## src/rtl/counter_pkg.sv

```systemverilog
`default_nettype none
// ============================================================================
// Module   : counter_pkg
// Brief    : Shared state encoding and default constants for countdown_timer.
// Revision : 1.0
// ============================================================================
package counter_pkg;

    typedef enum logic [1:0] {
        IDLE = 2'd0,
        RUN  = 2'd1,
        HOLD = 2'd2,
        DONE = 2'd3
    } state_e;

    localparam int DEFAULT_WIDTH    = 8;
    localparam int DEFAULT_PRESCALE = 1;

    // A prescaler of 1 still keeps a single (always-zero) bit so the
    // counter structure is the same for every legal PRESCALE.
    function automatic int presc_width(input int prescale);
        return (prescale > 1) ? $clog2(prescale) : 1;
    endfunction

endpackage
`default_nettype wire

```

## src/rtl/tick_gen.sv

```systemverilog
`default_nettype none
// ============================================================================
// Module   : tick_gen
// Brief    : Prescaler producing one decrement tick every PRESCALE enabled cycles.
// Revision : 1.0
// ============================================================================
module tick_gen
    import counter_pkg::*;
#(
    parameter int PRESCALE = DEFAULT_PRESCALE
) (
    input  logic clk,
    input  logic reset_n,
    input  logic clr,
    input  logic en,
    output logic tick
);

    localparam int              PW   = presc_width(PRESCALE);
    localparam logic [PW-1:0]   LAST = PW'(PRESCALE - 1);

    logic [PW-1:0] presc_q;
    logic [PW-1:0] presc_d;

    // With PRESCALE==1, LAST is zero and presc_q never leaves zero, so tick==en.
    assign tick = en && (presc_q == LAST);

    always_comb begin
        presc_d = presc_q;
        if (clr) begin
            presc_d = '0;
        end else if (en) begin
            presc_d = tick ? '0 : presc_q + PW'(1);
        end
    end

    always_ff @(posedge clk) begin
        if (!reset_n) begin
            presc_q <= '0;
        end else begin
            presc_q <= presc_d;
        end
    end

endmodule
`default_nettype wire

```

## src/rtl/countdown_timer.sv

```systemverilog
`default_nettype none
// ============================================================================
// Module   : countdown_timer
// Brief    : Loadable prescaled down-counter with terminal-count pulse and
//            optional auto-reload.
// Revision : 1.0
// ============================================================================
module countdown_timer
    import counter_pkg::*;
#(
    parameter int WIDTH    = DEFAULT_WIDTH,
    parameter int PRESCALE = DEFAULT_PRESCALE
) (
    input  logic             clk,
    input  logic             reset_n,
    input  logic             load,
    input  logic [WIDTH-1:0] load_value,
    input  logic             start,
    input  logic             pause,
    input  logic             auto_reload,
    output logic [WIDTH-1:0] count,
    output logic             tc,
    output logic             busy,
    output logic             done
);

    localparam logic [WIDTH-1:0] ONE = WIDTH'(1);

    state_e           state_q, state_d;
    logic [WIDTH-1:0] count_q, count_d;
    logic [WIDTH-1:0] reload_q, reload_d;
    logic             tc_q, tc_d;
    logic             presc_clr;
    logic             presc_en;
    logic             tick;

    // Kept outside the FSM block so tick never loops back through it.
    // HOLD with pause low resumes and counts on that same edge.
    assign presc_en = !load && !pause && ((state_q == RUN) || (state_q == HOLD));

    tick_gen #(
        .PRESCALE (PRESCALE)
    ) u_tick_gen (
        .clk     (clk),
        .reset_n (reset_n),
        .clr     (presc_clr),
        .en      (presc_en),
        .tick    (tick)
    );

    always_comb begin
        state_d   = state_q;
        count_d   = count_q;
        reload_d  = reload_q;
        tc_d      = 1'b0;
        presc_clr = 1'b0;

        if (load) begin
            count_d   = load_value;
            reload_d  = load_value;
            presc_clr = 1'b1;
            state_d   = IDLE;
        end else begin
            case (state_q)
                IDLE: begin
                    if (start && (count_q != '0)) begin
                        presc_clr = 1'b1;
                        state_d   = RUN;
                    end
                end
                RUN, HOLD: begin
                    if (pause) begin
                        state_d = HOLD;
                    end else begin
                        state_d = RUN;
                        if (tick) begin
                            if (count_q > ONE) begin
                                count_d = count_q - ONE;
                            end else if (count_q == ONE) begin
                                tc_d = 1'b1;
                                if (auto_reload) begin
                                    count_d = reload_q;
                                end else begin
                                    count_d = '0;
                                    state_d = DONE;
                                end
                            end else begin
                                state_d = DONE;
                            end
                        end
                    end
                end
                DONE: begin
                    if (start && (reload_q != '0)) begin
                        count_d   = reload_q;
                        presc_clr = 1'b1;
                        state_d   = RUN;
                    end
                end
                default: state_d = IDLE;
            endcase
        end
    end

    always_ff @(posedge clk) begin
        if (!reset_n) begin
            state_q  <= IDLE;
            count_q  <= '0;
            reload_q <= '0;
            tc_q     <= 1'b0;
        end else begin
            state_q  <= state_d;
            count_q  <= count_d;
            reload_q <= reload_d;
            tc_q     <= tc_d;
        end
    end

    assign count = count_q;
    assign tc    = tc_q;
    assign busy  = (state_q == RUN) || (state_q == HOLD);
    assign done  = (state_q == DONE);

endmodule
`default_nettype wire

```

## config.mk

```make
export PLATFORM = sky130hd
export DESIGN_NAME = countdown_timer
export DESIGN_NICKNAME = d
export VERILOG_FILES = /design/src/rtl/counter_pkg.sv /design/src/rtl/tick_gen.sv /design/src/rtl/countdown_timer.sv
export SDC_FILE = /design/constraint.sdc
export NUM_CORES = 1
export LEC_CHECK = 0
export ABC_AREA = 1
export CORE_MARGIN = 10
export CORE_UTILIZATION = 37
export CTS_BUF_LIST = sky130_fd_sc_hd__clkbuf_8
export DETAILED_ROUTE_END_ITERATION = 10
export GPL_ROUTABILITY_DRIVEN = 0
export GPL_TIMING_DRIVEN = 0
export PLACE_DENSITY = 0.73
export SLEW_MARGIN = 20
export SYNTH_ARGS = -nofsm -noshare
export SYNTH_HDL_FRONTEND = slang
export SYNTH_SLANG_ARGS = --single-unit
export TNS_END_PERCENT = 1
```

## constraint.sdc

```tcl
create_clock -name clk -period 1.7 [get_ports clk]
set_input_delay 0.255 -clock clk [delete_from_list [all_inputs] [get_ports clk]]
set_output_delay 0.255 -clock clk [all_outputs]
set_load 0.005 [all_outputs]
```

Yosys cells after proc, flatten, opt, wreduce, memory -nomap -nowiden
Index checks and enable logic that the tools add are counted.
{ "totals": {"out_inout_bits": 11, "wordCells": 62, "ff_bits": 20, "inputBits": 14} }
{ "op_classes": {"order_cmp": 1, "n_reduce_logical": 18, "add_sub_neg": 2, "n_eq_ne": 10, "bitwise_logic": 4, "mux": 22} }
{ "ops": {"columns": ["op", "n"], "rows": [
  ["$mux W8", 7],
  ["$pmux W8 S2", 1],
  ["$reduce_bool A8 Y1", 2],
  ["$mux W2", 7],
  ["$eq A8 B1 Y1 const B", 1],
  ["$gt A8 B1 Y1 const B", 1],
  ["$sub A8 B1 Y8 const B", 1],
  ["$ne A3 B2 Y1 const B", 2],
  ["$pmux W2 S3", 1],
  ["$reduce_or A2 Y1", 3],
  ["$reduce_or A6 Y1", 1],
  ["$logic_and A1 B1 Y1", 5],
  ["$mux W1", 5],
  ["$reduce_and A5 Y1", 1],
  ["$eq A2 B2 Y1 const B", 2],
  ["$ne A4 B4 Y1 const B", 1],
  ["$not A1 Y1", 4],
  ["$ne A3 B3 Y1 const B", 1],
  ["$reduce_bool A3 Y1", 1],
  ["$eq A2 B1 Y1 const B", 1],
  ["$logic_not A1 Y1", 2],
  ["$logic_not A2 Y1", 1],
  ["$ne A2 B1 Y1 const B", 1],
  ["$ne A2 B2 Y1 const B", 1],
  ["4 further kinds", 4]
]} }

Logic depth before layout (Yosys ltp)
Gate-level depths: netlist (run 1).
{ "depth": {"depth_word": 8, "mapped_depth": 11, "depth_no_buf": 11} }

Cells and area by module
Synthesis (run 1) repeated with hierarchy kept, for this count alone.
{ "hier_totals": {"cells_unflattened": 221, "area_unflattened_um2": 1378.8} }
{ "modules_own_cells": {"columns": ["mod", "area_per_inst_um2", "seq_area_each_um2", "cells_per_inst", "instances"], "rows": [
  ["countdown_timer", 1336.3, 380.4, 214, 1],
  ["tick_gen", 42.5, 20.0, 7, 1]
]} }

Least setup slack after synthesis (run 1)
Ideal clock, no wire load.
{ "synth_timing": {"path_kind": "reg2reg", "start": "register state_q[0]", "end": "register count_q[0], in the netlist count[0]", "path_buffers": 1, "path_stages_with_launch": 11, "slack_ns": 0.020, "required_ns": 1.587, "t_arrival_ns": 1.568, "setup_ns": 0.113, "cell_sequence": "dfxtp_1 > inv_1 > ha_1 > inv_1 > nor2_4 > nand3b_4 > nand3_1 > nand4_2 > buf_6 > nor2_1 > nor2_1"} }
{ "synth_via": {"elab_chain_cells": 6, "word_cells_on_any_way": 15, "classes_between": "eq/ne (7); mux (2); reduce/logical (6)"} }
{ "synth_lines": {"columns": ["element", "line_no", "source"], "rows": [
  ["start: declaration", "countdown_timer.sv:29", "state_e state_q, state_d;"],
  ["start signal: assignment", "countdown_timer.sv:112", "state_q <= state_d;"],
  ["$eq A2 B1 Y1 / $eq A2 B2 Y1 (equally long branches)", null, null],
  ["$logic_or A1 B1 Y1 (*)", null, null],
  ["net busy", "countdown_timer.sv:23", "output logic busy,"],
  ["$logic_and A1 B1 Y1 (*)", "countdown_timer.sv:39", "assign presc_en = !load && !pause && ((state_q == RUN) || (state_q == HOLD));"],
  ["$logic_and A1 B1 Y1 (*)", "tick_gen.sv:26", "assign tick = en && (presc_q == LAST);"],
  ["$ne A3 B2 Y1 (no source line) (*)", null, null],
  ["$reduce_and A5 Y1 (no source line) (*)", null, null],
  ["end signal: assignment", "countdown_timer.sv:113", "count_q <= count_d;"],
  ["end: declaration", "countdown_timer.sv:30", "logic [WIDTH-1:0] count_q, count_d;"]
]} }
The timed path passes the listed nets; every way through them passes the cells marked *.
A chain may end at the register's enable or synchronous reset.

Worst setup path in the final report (run 1)
{ "layout_timing": {"start": "register state_q[1]", "end": "register count_q[0], in the netlist count[0]"} }
{ "layout_via": {"elab_chain_cells": 6, "word_cells_on_any_way": 15, "classes_between": "eq/ne (7); mux (2); reduce/logical (6)"} }
{ "layout_lines": {"columns": ["element", "line_no"], "rows": [
  ["$eq A2 B1 Y1 / $eq A2 B2 Y1 (equally long branches)", "countdown_timer.sv:39, countdown_timer.sv:64"],
  ["$logic_or A1 B1 Y1", "countdown_timer.sv:39"],
  ["$logic_and A1 B1 Y1", "countdown_timer.sv:39"],
  ["$logic_and A1 B1 Y1", "tick_gen.sv:26"],
  ["$ne A3 B2 Y1 (no source line)", null],
  ["$reduce_and A5 Y1 (no source line)", null]
]} }
Several ways; a longest one is shown, not always the timed one.

==> impl_metrics.ini, run 1 <==
[setup_path]
arrival_ns = 1.78
path_max_fanout = 6
critPathTopFamily = simple AND/OR/NAND/NOR gates
cpMostUsedCell = nor2_1
crit_required_ns = 1.86
cp-end-kind = flip-flop
reg2reg_from = state_q[1]$_SDFFE_PP0P_
cp_cell_sequence = inv_1 -> ha_4 -> inv_2 -> nor2_4 -> nand3b_4 -> nand3_4 -> nand4_4 -> buf_6 -> nor2_1 -> nor2_1
worst-path-buf-inv = 3
slowest_delay_ns = 0.33
path_class = reg2reg
start_kind = flip-flop
startpoint = state_q[1]$_SDFFE_PP0P_
cpMaxStageDelayCell = dfxtp_2

[synth]
synth_edf_count = 0
async_flop_share_pct = 0
synth_top_cell_by_area = dfxtp_1
synthTopCellsByCount = nand2_1, nor2_1, nand3_1, dfxtp_1, inv_1
synth-seq-cells = 20
seq_area_frac_synth_pct = 30.4
yosys-top-cells-area = dfxtp_1, nand2_1, nor2_1, nand3_1, inv_1
avgSynthCellArea_sq_um = 6.31
yosysMostFrequentCell = nand2_1
ys.flop_type = dfxtp_1
yosysTopAreaCellShare_pct = 30.4
netlist_area_sq_um = 1320
netlist_instances = 209
syn_nets = 228
yosysUniqueCellTypes = 30
yosys_warnings = 0

[route]
vias_per_cell = 4.88
wl_met1_microns = 1490
dr_wl_met3_microns = 247
routed_wl_microns = 3410
wl_met2_microns = 1650
top_layer_used = met4
ant_nets = 0
drc = 0
drt_iter0_markers = 84
dr.pass1.iters = 4
dr_total_vias = 1392
wire_per_inst_microns = 12.0

[floorplanning]
die_y_microns = 79.7
die-area_sq_um = 6350
core_region_area_sq_um = 3390
die_w_microns = 79.7
start_util_pct = 38.9
placementRows = 21
ios = 25

[run_status]
outcome = complete, no violations

[finish]
multiInputGateArea_sq_um = 831
fin_area_sq_um = 1730
regArea_sq_um = 408
fin_cells = 285
fin_nets = 260
syn2layout_area_growth_pct = 31.5
num-fill-cells = 352
diodes = 0
layout-drive-gt1-share_pct = 16.3

[power_and_ir_drop]
peakVddDrop_v = 0.000607
pwr-share-seq_pct = 33.9
clkPwrFrac_pct = 18.0
comb_power_share_pct = 48.1
p_leak_nw = 0.819
power_density_nw_per_um2 = 1000
power_mw = 1.74
p_switching_mw = 0.680
p_int_mw = 1.06
swShare_pct = 39.0

[timing]
relSlewSlack_pct = 71.8
finalCritPeriodShare_pct = 95.7
rsz0062_at_grt = true
worstMarginPinSlew_ns = 0.423
layout_setup_ws_ns = 0.0723
setup_viol = 0
skew_ns = 0.00239
finalCriticalPeriod_ns = 1.63
fmax_ghz = 0.614
finalMaxSlewViolations = 0
hold_viol_final = 0

[placed_design]
place.detailed.hpwl_microns = 2750
placedCellCount = 277
postPlaceCellArea_sq_um = 1600
port_buffers = 22
place_ws_ns = -0.160

[clock_tree]
clockBufferDepth = 2
cts_inserted_buffers = 3
root_buffer = clkbuf_8
tritoncts = done
hold_buffers = 0
clk_latency_ns = 0.26
clkSinkCount = 20
cts.clk_slew.worst_paths_ns = 0.07
cts_htree_levels = 1

[grt]
grt_max_degree = 11
antenna_found_initial = 0
grt_overflow = 0
grt_pass1_vias = 1360
grt_pass1_wl_microns = 5800
grt_usage_pct = 11.1

[worst_hold_path]
min-delay-start = reset_n
min-delay-path-class = in2reg

[job]
maxCapViolCount = 0
==> worst register-to-register path, delay by kind of cell, from the launching register on <==
kind          cells  cell delay (ns)
flops             1             0.33
buf+inv           3             0.30
fa+ha+maj         1             0.29
simple gates      6             0.59
==> power groups by stage <==
stage                     Combinational (mW)  Sequential [mW]  Clock [mW]
final                                  0.838            0.590       0.314
after global routing                   0.954            0.598       0.342
after CTS                              0.783            0.582       0.328
after detailed placement               0.763            0.592           0
after global placement                 0.757            0.591           0
after floorplan                        0.532            0.584           0
==> cells in the final DEF (no fill, tap or decap), drive strengths merged <==
cell / instances
nand2: 59
nor2: 39
nand3: 26
inv: 25
clkdlybuf4s50: 21
dfxtp: 20
a21oi: 7
buf: 7
clkbuf: 6
ha: 5
o22ai: 4
o21ai: 4
xor2: 3
nor3: 3
nand4: 2
nand3b: 2
clkinv: 1
o21bai: 1
nor3b: 1
o21a: 1
nor4: 1
dlygate4sd2: 1
==> state kept, by name, summed over array words and instances (netlist names) <==
name	cells
count	8
reload_q	8
state_q	2
tc	1
u_tick_gen.presc_q	1
==> through the flow <==
stage	TNS (ns)	util, %	hold WS, ns
after CTS	0	49.1	0.259
after global routing	-0.105	51.2	0.264
after global placement	-1.28	47.1	0.443
after floorplan	0	-	0.422
after detailed placement	-1.09	47.1	0.463
final	0	51.2	0.264
==> routing by layer <==
layer / GRT usage (%) / vias to the layer above
met5: 0 / -
met4: 2.15 / 0
met3: 3.83 / 4
met2: 20.1 / 27
met1: 12.2 / 637
li1: - / 724
==> kinds of logic after synthesis <==
logic type | share of synthesized area, %
flops | 30.4
buf+inv | 10.3
simple gates | 45.4
compound gates | 7.21
fa+ha+maj | 4.74
xor+xnor | 1.99
==> final timing paths <==
check	end	slack (ns)	depth (start not counted)
setup / recovery	count[0]$_SDFFE_PN0P_	0.07	10
hold / removal	count[0]$_SDFFE_PN0P_	0.26	3
setup reg to reg	count[0]$_SDFFE_PN0P_	0.07	10
hold reg to reg	u_tick_gen.presc_q$_SDFFE_PP0N_	0.47	2
==> what timing repair did <==
item | CTS | global route
endpoints found under the setup margin | 10 | 9
gates cloned | 0 | 1
pin swaps | 0 | 7
gates resized for setup | 5 | 16
setup buffers | 0 | 4
==> final cells by class <==
type,instances,area share (%)
multi-input combinational,158,47.9
sequential,20,23.5
timing repair buffer,27,15.0
inverter,26,5.63
tap,46,3.32
clock buffer,3,2.38
buffer,5,2.24
Note: power is estimated with default switching activity, not from simulation.
==> run 2, diff against run 1 <==
Settings changed: SLEW_MARGIN 20 to 10.
==> results of run 2 <==
No change in the layout: final DEF, timing and power equal those of run 1.
==> run 3, diff against run 2 <==
Settings changed: ABC_AREA 1 to default, PLACE_DENSITY 0.73 to 0.74.
==> run 3 against run 2 <==
The run now ends with setup timing left. Global-route usage rose by 0.38 points. Sequential power down 8.1%. Register-to-register slack got worse by 0.32 ns. Largest power group is now registers. Highest routed layer unchanged.
==> impl_metrics.ini, run 3 <==
[run_status]
outcome = finished, violations left
violations = setup timing

[synth]
ys.flop_type = dfxtp_1
synth_edf_count = 0
yosysMostFrequentCell = dfxtp_1
yosysUniqueCellTypes = 45
yosys-top-cells-area = dfxtp_1, a21oi_1, ha_1, nand2_1, mux2i_1
synth-seq-cells = 20
avgSynthCellArea_sq_um = 8.64
yosys_warnings = 0
seq_area_frac_synth_pct = 32.7
async_flop_share_pct = 0
yosysTopAreaCellShare_pct = 32.7
netlist_area_sq_um = 1230
synthTopCellsByCount = dfxtp_1, nand2_1, a21oi_1, nor2_1, inv_1
syn_nets = 161
synth_top_cell_by_area = dfxtp_1
netlist_instances = 142

[clock_tree]
hold_buffers = 0
cts.clk_slew.worst_paths_ns = 0.08
root_buffer = clkbuf_8
clkSinkCount = 20
tritoncts = done
cts_inserted_buffers = 3
clockBufferDepth = 2
cts_htree_levels = 1
clk_latency_ns = 0.27

[grt]
grt_max_degree = 11
grt_usage_pct = 11.5
grt_pass1_wl_microns = 5770
grt_pass1_vias = 1230
antenna_found_initial = 0
grt_overflow = 0

[worst_hold_path]
hold_depth = 3
holdPathEnd = reload_q[0]$_SDFFE_PN0P_
min-delay-path-class = in2reg
min-delay-start = load

[timing]
finalCritPeriodShare_pct = 115
worstMarginPinSlew_ns = 0.516
layout_setup_ws_ns = -0.250
finalMaxSlewViolations = 0
finalSetupTns_ns = -1.72
hold_viol_final = 0
finalCriticalPeriod_ns = 1.95
setup_viol = 8
skew_ns = 0.00757
relSlewSlack_pct = 65.6
fmax_ghz = 0.513
rsz0062_at_grt = true

[setup_path]
path_class = reg2reg
arrival_ns = 2.11
slowest_delay_ns = 0.37
r2r_slack_ns = -0.25
cp_cell_sequence = or3_1 -> buf_6 -> o41ai_4 -> buf_4 -> a32oi_4 -> buf_6 -> o21ai_2 -> a21oi_1
crit-reg2reg-capture = count[0]$_SDFFE_PN0P_
cpMaxStageDelayCell = dfxtp_4
crit_required_ns = 1.86
reg2reg_from = count[2]$_SDFFE_PN0P_
ff2ff_path_depth = 8
path_max_fanout = 8
cp-end-kind = flip-flop
critPathTopFamily = compound AO/OA/AOI/OAI gates
cpMostUsedCell = buf_6
start_kind = flip-flop
worst-path-buf-inv = 3

[finish]
fin_nets = 196
final_cell_mix = clkdlybuf4s50_1, nand2_1, dfxtp_1
final_common_cell = clkdlybuf4s50_1
fin_area_sq_um = 1770
syn2layout_area_growth_pct = 44.3
final_core_util_pct = 57.0
layout-drive-gt1-share_pct = 28.0
diodes = 0
fin_cells = 219

[power_and_ir_drop]
power_density_nw_per_um2 = 758
p_leak_nw = 0.655
peakVddDrop_v = 0.000640

[route]
ant_nets = 0
drc = 0
dr.pass1.iters = 4
wire_per_inst_microns = 18.1
drt_iter0_markers = 219
routed_wl_microns = 3970
vias_per_cell = 5.80
dr_total_vias = 1270

[placed_design]
place.detailed.hpwl_microns = 2610
port_buffers = 23
placedCellCount = 209
postPlaceCellArea_sq_um = 1540

[floorplanning]
ios = 25
start_util_pct = 39.5
die_y_microns = 77.6
die-area_sq_um = 6020
die_w_microns = 77.6
core_region_area_sq_um = 3100
placementRows = 20

[job]
maxCapViolCount = 0
## run 3: cell count changes after synthesis, sizes merged, moves of 4 or more
cell,previous run,this run
nand2,59,16
inv,25,10
mux2i,0,5
nand3,26,2
o31ai,0,4
or3,0,4
o22ai,4,0
or4,0,4
a21oi,7,13
nor2,39,11
## run 3: worst register-to-register path: cells and delay by family, from the launching register on
family / cells / cell delay (ns)
flops: 1 / 0.37
compound gates: 4 / 0.60
buf+inv: 3 / 0.51
simple gates: 1 / 0.36
## run 3: metal layers
layer	share of wire [%]	GRT usage [%]
met2	46	18.2
met3	8.3	4.84
met5	0	0
met4	1.5	4.56
met1	44	13.3
## run 3: logic make-up (layout without fill, tap and decap cells)
logic type	Yosys count	count (layout)	synth area share, %
AOI/OAI and AO/OA	46	46	28.1
xor gates and xnor gates	3	3	2.14
adders and majority gates	5	5	5.10
buffers and inverters	16	49	7.55
DFF	20	20	32.7
muxes	5	5	4.08
and+or+nand+nor	47	47	20.4
## run 3: worst max path at each step
stage                                       start                     to  cells after the start
final                       count[2]$_SDFFE_PN0P_  count[0]$_SDFFE_PN0P_                      8
after global routing      state_q[1]$_SDFFE_PP0P_  count[0]$_SDFFE_PN0P_                      9
after CTS                   count[2]$_SDFFE_PN0P_  count[3]$_SDFFE_PN0P_                      6
after detailed placement                    pause  count[5]$_SDFFE_PN0P_                      6
after global placement                      pause  count[5]$_SDFFE_PN0P_                      6
after floorplan             count[3]$_SDFFE_PN0P_  count[7]$_SDFFE_PN0P_                      5
## run 3: repair_timing
| action | 4_1_cts | 5_1_grt |
|---|---|---|
| gates resized for setup | 5 | 27 |
| setup buffers | 1 | 6 |
| endpoints found under the hold margin | 0 | 0 |
| endpoints found under the setup margin | 9 | 11 |
| pin swaps | 1 | 7 |
| gates cloned | 0 | 0 |
## run 3: per-stage QoR
step                      hold WS, ns  setup WS, ns  power, mW
after global placement          0.463        -0.293      0.923
after global routing            0.338        -0.314       1.40
after CTS                       0.298        -0.213       1.25
after floorplan                 0.386       -0.0754      0.795
after detailed placement        0.475        -0.294      0.930
final                           0.306        -0.250       1.34
## run 3: where the power goes
| part | internal, mW | switching [mW] | total, mW |
|---|---|---|---|
| Clock | 0.158 | 0.162 | 0.321 |
| Combinational | 0.235 | 0.243 | 0.478 |
| Sequential | 0.501 | 0.0413 | 0.542 |
## run 3: final cells by class
class,instances,area [sq um]
fillers,281,1330
multi-input cells,106,886
flip-flops and latches,20,409
repair buffers,30,285
well taps,44,55.1
plain buffers,5,51.3
clock buffers,3,41.3
inverters,11,41.3
==> RTL change 1 (flow settings as in run 3) <==
The package constant `DEFAULT_WIDTH` goes from 8 to 7.
--- a/src/rtl/counter_pkg.sv
+++ b/src/rtl/counter_pkg.sv
@@ -14,5 +14,5 @@
     } state_e;
 
-    localparam int DEFAULT_WIDTH    = 8;
+    localparam int DEFAULT_WIDTH    = 7;
     localparam int DEFAULT_PRESCALE = 1;
 
Interface: changed (resized count and load_value); port bits go from 25 to 23. The function was not compared with the original's and may differ.
==> RTL change 1 against run 3 <==
  * The run still ends with setup timing left
  * Synthesized area down 14%
  * First-iteration DRC count down 74%
  * Non-clock buffer count down 9
  * Global-route usage down 1.2 points
  * Largest cell class unchanged
  * Setup slack worse by 0.0015 ns
  * Fmax about the same
  * Total power down 5.7%
  * Design area down 20%
  * Routed wire length down 27%
  * Sequential cell count down 2
  * Highest routed layer unchanged
==> RTL change 1: results (changes against run 3) <==
| Metric | Value |
|---|---|
| Outcome | finished with violations |
| Total power | 1.264 mW (-5.7%) |
| Post-CTS Setup Inserts | 0 (-1) |
| Ranking of synthesized cells by area | dfxtp_1, mux2i_1, a21oi_1 |
| Final WS setup | -0.2513 ns (-0.001479 ns) |
| WL per Instance | 16.09 um (-11%) |
| Layout cells sized above 1 | 0.1486 (-0.1314) |
| GRT Total Usage | 0.1023 (-0.01240) |
| Setup violations, final | 10 (+2) |
| R2R depth | 6 (-2) |
| GR Layer Usage met2 | 0.1809 (-0.001403) |
| Clock Skews | 0.003568 ns (-0.004002 ns) |
| Setup tns final | -1.461 ns (+0.2558 ns) |
| Number of global-route vias before repair | 1,039 (-16%) |
| Most instantiated cells after synthesis | dfxtp_1, a21oi_1, inv_1 |
| DRT Pass-1 Iters | 6 (+2) |
| Clock Power | 0.350 mW (+9.0%) |
| IR drop worst, VDD | 0.6913 mV (+8.0%) |
| Cell Count, Final, Fillers Out | 179 (-18%) |
| Met1 usage in global routing | 0.1121 (-0.02132) |
| Setup Slack @ Placement | -0.4626 ns (-0.1686 ns) |
| Synth cell types | 38 (-16%) |
| Slew headroom | 0.6677 (+0.01207) |
| Met3 Usage GRT | 0.04307 (-0.005318) |
| Post-Syn Nets | 139 (-14%) |
| M1 WL | 1199 um (-31%) |
| P_comb | 0.403 mW (-16%) |
| Final #Nets | 166 (-15%) |
| Pleak | 0.5235 nW (-20%) |
| Post-DP HPWL | 2192 um (-16%) |
| Hold Path Cell Cnt | 2 (-1) |
| First-pass GRT wire length | 4623 um (-20%) |
| Failing checks | setup timing |
| Initial drt markers | 57 (-74%) |
-- RTL change 1: final timing paths --
| path | start | endpoint | slack [ns] |
|---|---|---|---|
| setup reg to reg | count[1] | count[5] | -0.25 |
| setup / recovery | count[1] | count[5] | -0.25 |
| hold reg to reg | state_q[1] | state_q[1] | 0.50 |
| hold / removal | state_q[1] | state_q[1] | 0.50 |
-- RTL change 1: final cells by class --
cell class	count	area, um2	area share
repair buffers	22	219.0	0.1542
flip-flops and latches	18	366.6	0.2582
inverters	9	33.78	0.02379
well taps	31	38.79	0.02731
clock buffers	4	55.05	0.03877
plain buffers	4	23.77	0.01674
multi-input cells	91	683.2	0.4811
-- RTL change 1: kinds of logic after synthesis --
kind of cell               Yosys count  synth area share
AOI/OAI and AO/OA                   42            0.2864
xor gates and xnor gates             3           0.02486
adders and majority gates            4           0.04734
buffers and inverters               13           0.05325
DFF                                 18            0.3408
muxes                                7           0.06627
and+or+nand+nor                     35            0.1811
==> RTL change 2 (settings of run 3) <==
Without the edit above. Re-encode `state_e` (4 states) as one-hot, 4 bits wide.
--- a/src/rtl/counter_pkg.sv
+++ b/src/rtl/counter_pkg.sv
@@ -7,9 +7,9 @@
 package counter_pkg;
 
-    typedef enum logic [1:0] {
-        IDLE = 2'd0,
-        RUN  = 2'd1,
-        HOLD = 2'd2,
-        DONE = 2'd3
+    typedef enum logic [3:0] {
+        IDLE = 4'b0001,
+        RUN  = 4'b0010,
+        HOLD = 4'b0100,
+        DONE = 4'b1000
     } state_e;
 
Function: same outputs for any inputs over 10 cycles, from zero or initial values and one cycle with reset_n low; not proved beyond that.
==> RTL change 2 against run 3 <==
  * The flow still finishes with violations (setup timing)
  * Final cell count increased by 0.91%
  * Critical path type unchanged
  * Via count down 2.3%
  * Utilization is 2.6 points lower
  * Die area rose by 1.6%
  * Design area grew 1.9%
  * Synthesized area rose by 2.1%
  * Routed wire length fell by 6.5%
  * Sequential cell count increased by 2
  * Setup slack better by 0.044 ns
  * Total power is 9.8% higher
==> RTL change 2: results (changes against run 3) <==
| Metric | Value |
|---|---|
| Clock Skews | 0.01628 ns (+0.008706 ns) |
| Mux cell area share after synthesis | 0.06394 (+0.02312) |
| Hold_ws | 0.2978 ns (-0.008702 ns) |
| Compound-Gate Fraction of Synth Area | 0.2498 (-0.03086) |
| Post-DP HPWL | 2648 um (+1.3%) |
| Sequential area share after synthesis | 0.3516 (+0.02512) |
| Final #Nets | 193 (-1.5%) |
| Post-Syn Nets | 157 (-2.5%) |
| Setup tns final | -1.412 ns (+0.3052 ns) |
| Adder-Cell Fraction of Synth Area | 0.02997 (-0.02105) |
| Vias | 1,241 (-2.3%) |
| Failing checks | setup timing |
| Slowest stage delay, CP | 0.40 ns (+0.03 ns) |
| Setup violations, final | 10 (+2) |
| Outcome | finished with violations |
| Initial drt markers | 127 (-42%) |
| GRT Total Usage | 0.1163 (+0.001629) |
| Ranking of synthesized cells by area | dfxtp_1, mux2i_1, a222oi_1 |
| IR drop worst, VDD | 0.4539 mV (-29%) |
| WL final | 3708 um (-6.5%) |
| Slew headroom | 0.4864 (-0.1693) |
| First-pass GRT wire length | 5837 um (+1.2%) |
| Pleak | 0.6950 nW (+6.2%) |
| Xor/xnor cell area share of the yosys netlist | 0.01399 (-0.007443) |
| Final WS setup | -0.2057 ns (+0.04413 ns) |
| Synth cell types | 49 (+8.9%) |
| ANT cells | 0 (unchanged) |
| CP Max Fanout | 6 (-2) |
| Layout cells sized above 1 | 0.2743 (-0.005714) |
| Net switching power | 0.4131 mW (-7.4%) |
## RTL change 2: changes by cell type after synthesis, sizes merged, moves of 3 or more
cell    delta
a21oi      -7
o32ai      -3
nor3b      +3
nor2b      +8
o22ai      +3
mux2i      +3
a222oi     +5
nor2       -4
nand2      -5
## RTL change 2: area by class of cell
type	count	area, um2
inverters	9	43.79
fillers	309	1508
plain buffers	5	33.78
clock inverters	1	30.03
flip-flops and latches	22	452.9
well taps	46	57.56
clock buffers	3	41.29
multi-input cells	103	838.3
repair buffers	32	305.3
## RTL change 2: cell families (layout without fill, tap and decap cells)
logic type	after synthesis	after routing
xor gates and xnor gates	2	2
muxes	8	8
and+or+nand+nor	50	50
adders and majority gates	3	3
AOI/OAI and AO/OA	40	40
DFF	22	22
buffers and inverters	15	50
## RTL change 2: power by group through the flow
stage | sequential [mW] | combinational [mW] | clock, mW
after global placement | 0.597 | 0.345 | 0
final | 0.591 | 0.391 | 0.489
after floorplan | 0.591 | 0.235 | 0
after detailed placement | 0.599 | 0.352 | 0
after CTS | 0.589 | 0.366 | 0.499
after global routing | 0.596 | 0.425 | 0.525
## RTL change 2: worst min-delay path, delay by kind of cell
kind            cells  cell delay [ns]
buf+inv             1             0.15
compound gates      2             0.10
## RTL change 2: timing repair
item,4_1_cts,5_1_grt
cloned,0,0
hold buffers,0,0
pin swaps,6,8
endpoints found under the setup margin,17,14
hold endpoints to repair,0,0
setup buffers,2,7
gates resized for setup,9,13
## RTL change 2: final timing paths
check | start | to | depth (start not counted)
worst max-delay path | count[0] | count[7] | 8
worst min-delay path | reset_n | count[0] | 3
worst max register to register | count[0] | count[7] | 8
worst min register to register | u_tick_gen.presc_q | u_tick_gen.presc_q | 2
## RTL change 2: through the flow
| stage | worst slack [ns] | std cells | instance area, um2 | util |
|---|---|---|---|---|
| 2_1_floorplan | -0.06387 | 140 | 1326 | - |
| 3_3_place_gp | -0.7935 | 209 | 1614 | 0.4875 |
| 3_5_place_dp | -0.7800 | 209 | 1614 | 0.4875 |
| 4_1_cts | -0.2129 | 215 | 1722 | 0.5200 |
| 5_1_grt | -0.2730 | 221 | 1803 | 0.5446 |
| 6_report | -0.2057 | 221 | 1803 | 0.5446 |
## RTL change 2: metal layers
| metal | wire [um] | share of wire | up-vias | track usage |
|---|---|---|---|---|
| met5 | 0 | 0 | - | 0 |
| met4 | 49 | 0.013 | 0 | 0.04301 |
| li1 | - | - | 601 | - |
| met3 | 223 | 0.060 | 6 | 0.03872 |
| met2 | 1739 | 0.47 | 33 | 0.1776 |
| met1 | 1695 | 0.46 | 601 | 0.1483 |
